[src/rtl/mux_pkg.sv]
// Shared definitions for the stream multiplexer family: mode encodings and
// a width helper that stays valid for degenerate channel counts.
package mux_pkg;

  localparam logic MODE_SEL = 1'b0;  // forced select by sel
  localparam logic MODE_RR  = 1'b1;  // round-robin arbitration

  // Width of a channel index; never returns 0 so ports stay legal.
  function automatic int sel_width(input int n);
    return (n <= 2) ? 1 : $clog2(n);
  endfunction

endpackage

[src/rtl/rr_pick.sv]
// Combinational round-robin picker: returns the first requesting index at or
// after ptr, wrapping modulo NUM_CH. Equivalent to rotate / priority-encode /
// un-rotate, written as a bounded search so non-power-of-2 sizes just work.
module rr_pick #(
  parameter int NUM_CH = 4,
  parameter int SEL_W  = 2
) (
  input  logic [NUM_CH-1:0] req,
  input  logic [SEL_W-1:0]  ptr,
  output logic [SEL_W-1:0]  grant_idx,
  output logic              grant_vld
);

  int idx;

  // Scan ptr, ptr+1, ... and keep the first hit.
  always_comb begin
    // NOTE: every output gets a default first, so no path leaves it unassigned
    // and no latch is inferred.
    grant_vld = 1'b0;
    grant_idx = '0;
    idx       = 0;
    for (int i = 0; i < NUM_CH; i++) begin
      idx = int'(ptr) + i;
      if (idx >= NUM_CH) idx = idx - NUM_CH;
      if (!grant_vld && req[idx]) begin
        grant_vld = 1'b1;
        grant_idx = SEL_W'(idx);
      end
    end
  end

endmodule

[src/rtl/rr_stream_mux.sv]
// N-channel, W-bit stream multiplexer with a registered output stage.
// Selects one channel per cycle, either forced by sel or round-robin, and
// forwards its word through a single valid/ready output register.
module rr_stream_mux
  import mux_pkg::*;
#(
  parameter int  NUM_CH = 4,
  parameter int  DATA_W = 32,
  localparam int SEL_W  = sel_width(NUM_CH)
) (
  input  logic                     clk,
  input  logic                     rst,
  input  logic                     mode,
  input  logic [SEL_W-1:0]         sel,
  input  logic [NUM_CH-1:0]        in_valid,
  input  logic [NUM_CH*DATA_W-1:0] in_data,
  output logic [NUM_CH-1:0]        in_ready,
  output logic                     out_valid,
  output logic [DATA_W-1:0]        out_data,
  output logic [SEL_W-1:0]         out_ch,
  input  logic                     out_ready
);

  logic                  load_en;
  logic [2**SEL_W-1:0]   valid_pad;
  logic [SEL_W-1:0]      rr_idx;
  logic                  rr_vld;
  logic [SEL_W-1:0]      grant_idx;
  logic                  grant_vld;
  logic [DATA_W-1:0]     grant_data;
  logic [SEL_W-1:0]      ptr;

  // The register can accept a word when empty or when it drains this cycle.
  assign load_en = ~out_valid | out_ready;

  rr_pick #(
    .NUM_CH (NUM_CH),
    .SEL_W  (SEL_W)
  ) u_rr_pick (
    .req       (in_valid),
    .ptr       (ptr),
    .grant_idx (rr_idx),
    .grant_vld (rr_vld)
  );

  // Forced-select grant: sel values past the last channel index into zero padding.
  always_comb begin
    valid_pad               = '0;
    valid_pad[NUM_CH-1:0]   = in_valid;
    if (mode == MODE_RR) begin
      grant_idx = rr_idx;
      grant_vld = rr_vld;
    end else begin
      grant_idx = sel;
      grant_vld = valid_pad[sel];
    end
  end

  // Data select for the granted channel.
  always_comb begin
    grant_data = '0;
    for (int i = 0; i < NUM_CH; i++) begin
      if (grant_idx == SEL_W'(i)) grant_data = in_data[i*DATA_W +: DATA_W];
    end
  end

  // Ready goes only to the granted channel, and never while reset is held.
  always_comb begin
    in_ready = '0;
    if (!rst && grant_vld && load_en) in_ready[grant_idx] = 1'b1;
  end

  // Output register and round-robin pointer.
  always_ff @(posedge clk or posedge rst) begin
    // NOTE: all control and data state is reset here; the output word is
    // cleared too, so a reset mid-stream drops the word in flight.
    if (rst) begin
      out_valid <= 1'b0;
      out_data  <= '0;
      out_ch    <= '0;
      ptr       <= '0;
    end else if (load_en) begin
      // NOTE: non-blocking assignments keep all register updates on this edge
      // independent of statement order.
      if (grant_vld) begin
        out_valid <= 1'b1;
        out_data  <= grant_data;
        out_ch    <= grant_idx;
        ptr       <= (grant_idx == SEL_W'(NUM_CH-1)) ? '0 : grant_idx + 1'b1;
      end else begin
        out_valid <= 1'b0;
      end
    end
  end

endmodule

[config.mk]
export PLATFORM = sky130hd
export DESIGN_NAME = rr_stream_mux
export DESIGN_NICKNAME = d
export VERILOG_FILES = /design/src/rtl/mux_pkg.sv /design/src/rtl/rr_pick.sv /design/src/rtl/rr_stream_mux.sv
export SDC_FILE = /design/constraint.sdc
export NUM_CORES = 1
export LEC_CHECK = 0
export CAP_MARGIN = 5
export CORE_ASPECT_RATIO = 1.5
export CORE_MARGIN = 4
export CORE_UTILIZATION = 36
export CTS_CLUSTER_SIZE = 28
export DETAILED_ROUTE_END_ITERATION = 8
export HOLD_SLACK_MARGIN = 0.12
export PLACE_DENSITY_LB_ADDON = 0.1
export SLEW_MARGIN = 20
export SYNTH_ARGS = -nofsm -noshare
export SYNTH_HDL_FRONTEND = slang
export SYNTH_SLANG_ARGS = --single-unit
[constraint.sdc]
create_clock -name clk -period 3.11 [get_ports clk]
set_input_delay 0.4665 -clock clk [delete_from_list [all_inputs] [get_ports clk]]
set_output_delay 0.4665 -clock clk [all_outputs]
set_load 0.005 [all_outputs]
==> impl_metrics.json <==
{
  "status": "finished clean",
  "drv_slew": 0,
  "synth_edf_count": 0,
  "tightest_slew_ps": 924,
  "required_ps": 2640,
  "clock_latency_ps": 280,
  "ys_top_cells_by_count": "inv_1 (38), dfrtp_1 (37), nand2_1 (37), o21ai_0 (34), a21oi_1 (33)",
  "fin_total_pwr_mw": 2.65,
  "start_util_pct": 37.1,
  "setup_violations": 0,
  "n_antenna_cell": 0,
  "syn_to_final_growth_pct": 80.9,
  "ys_warn_count": 0,
  "clkTransAtPathRegs_ps": 70,
  "max_freq_mhz": 331,
  "cts_buffers": 5,
  "crit_buf_inv": 4,
  "grt_use_met3_pct": 5.69,
  "ir_drop_v": 0.000330,
  "cts_tree": "yes",
  "synth.most_common_cell": "inv_1",
  "drive_gt1_share_pct": 8.49,
  "postSynthNetCount": 448,
  "arrival_ps": 2550,
  "slew_headroom_pct": 38.1,
  "grt_pass1_vias": 2955,
  "syn_area_sq_mm": 0.00254,
  "max_cap_viol_count": 0,
  "skew_ps": 3.40,
  "design_area_sq_mm": 0.00460,
  "hold_viol": 0,
  "ys_ff_latch": 37,
  "power_per_cell_area_mw_per_mm2": 576,
  "drcViolationCount": 0,
  "postCtsSetupBuffers": 0,
  "path_delay_family": "buffers and inverters",
  "portBuffers": 176,
  "met1_usage_pct": 23.1,
  "rsz0062_at_grt": "false",
  "die_w_um": 76.6,
  "drt-initial-drc-count": 124,
  "synth.avg_cell_area_sq_um": 8.30,
  "drtPass1Iterations": 4,
  "hpwl_mm": 7.05,
  "met2_usage_pct": 38.3,
  "clockRootBuffer": "clkbuf_8",
  "ys.flop_type": "dfrtp_1",
  "r2r_setup_slack_ps": 540,
  "pin_count": 177,
  "gr-total-overflow": 0,
  "placed_cells": 553,
  "slowest_stage": "clkdlybuf4s50_1",
  "min_period_ps": 3020,
  "top_usage_layer": "met2",
  "grt_pass1_wl_mm": 14.4,
  "grt_start_max_net_pins": 72,
  "antenna_found_initial": 0,
  "slowest_delay_ps": 470,
  "rows": 37,
  "track_usage_pct": 20.8,
  "die_y_um": 111,
  "netlist_instances": 306,
  "post-route-period-util_pct": 97.0,
  "synth.distinct_cells": 33,
  "postSynth.asyncResetShare_pct": 100,
  "seq_area_frac_synth_pct": 36.4,
  "cts.sinks": 37,
  "synthTopCellsByArea": "dfrtp_1 (36%), a221o_1 (12%), a22oi_1 (9.5%)",
  "via_per_inst": 5.36,
  "core_area_sq_mm": 0.00685,
  "cp_cell_sequence": "clkdlybuf4s50_1 > or3b_4 > a21o_1 > o221ai_2 > buf_4 > inv_1 > ha_2 > and2_1 > clkdlybuf4s50_1",
  "dpl-instance-area_sq_mm": 0.00446,
  "hp-class": "flip-flop to flip-flop",
  "clock_path_buffers": 2,
  "crit_top_cell": "clkdlybuf4s50_1",
  "final_cells": 561,
  "vias": 3007,
  "htreeDepth": 2,
  "place_congestion": 0.840,
  "p_leak_nw": 1.99,
  "worstPathMaxFanout": 3,
  "yosys.area.top_type_share_pct": 36.4,
  "nNetsFinal": 624,
  "ant_nets": 0,
  "start_kind": "input pin",
  "endpoint_kind": "output port",
  "wl_mm": 8.95,
  "synth_top_area_cell": "dfrtp_1",
  "critical_path_class": "input pin to output port",
  "wl_per_cell_um": 16.0,
  "dieArea_sq_mm": 0.00849
}
[final timing paths]
check                             startpoint            to  cells past startpoint
worst max-delay path                    mode   in_ready[2]                      9
worst min-delay path            out_data[26]  out_data[26]                      2
worst max register to register        ptr[0]   out_data[6]                     10
worst min register to register  out_data[26]  out_data[26]                      2
max in group asynchronous                rst  out_data[31]                      3
min in group asynchronous                rst   out_data[8]                      2
[kinds of logic (layout without fill, tap and decap cells)]
logic type	after synthesis	after routing	synth area share (%)
multiplexers	2	2	1.33
buffers and inverters	66	243	10.7
AND/OR/NAND/NOR	55	55	9.99
adder cells (fa/ha/maj)	4	4	1.97
flip-flops	37	37	36.4
AO/OA/AOI/OAI	142	142	39.5
[layout make-up]
type	count	area, sq um
fillers	629	2250
repair buffers	197	1940
multi-input cells	203	1370
flip-flops and latches	37	926
inverters	38	143
well taps	78	97.6
clock buffers	6	82.6
clock inverters	2	37.5
[power breakdown]
group	switching (mW)	internal, mW
logic	0.609	0.840
registers	0.104	0.665
clock network	0.169	0.261
[metrics by stage]
stage	utilization [%]	hold WS (ps)	setup WS (ps)	TNS (ps)
final	67.1	480	93.1	0
after global routing	67.1	509	5.83	0
after CTS	67.1	486	3.32	0
after detailed placement	65.1	470	-135	-2240
after global placement	65.1	460	-80.1	-330
after floorplan	-	471	485	0
[layout by cell type, fill, tap and decap left out, types with 2 or more instances in the layout]
cell,Yosys,layout
buf_12,0,2
clkbuf_8,0,6
buf_4,4,19
nor2b_1,3,2
clkdlybuf4s50_1,0,172
dlygate4sd2_1,0,3
dfrtp_1,37,37
a21oi_1,33,33
o211a_1,2,2
a221oi_1,2,2
and2_1,4,4
a22oi_1,32,32
nand2b_1,2,2
ha_2,0,3
a221o_1,31,31
nand2_1,37,37
or2_2,2,2
inv_1,38,37
o21ai_0,34,34
nor2_1,4,4
[flip-flops by register name, indices dropped and copies added, names as in the netlist]
| register | cells |
|---|---|
| out_ch | 2 |
| out_data | 32 |
| ptr | 2 |
| out_valid | 1 |
[routing by layer]
layer	vias up	wire [um]	part of all wire, %
li1	1473	-	-
met1	1394	3370	38
met4	0	161	1.8
met2	128	4750	53
met5	-	0	0
met3	12	669	7.5
[worst reg2reg max path, stage by stage, from the launching register on]
cell	delay, ps
dfrtp_1	430
or4bb_1	510
a21o_1	200
o221ai_2	80
buf_4	160
inv_1	50
ha_2	180
buf_4	230
a221o_1	300
a22oi_1	180
o21ai_0	100
[what timing repair did]
item,CTS,global route
hold buffers,0,0
setup endpoints to repair,4,4
endpoints found under the hold margin,0,0
resized for setup,7,1
No activity file was read; power rests on OpenSTA's default activity.
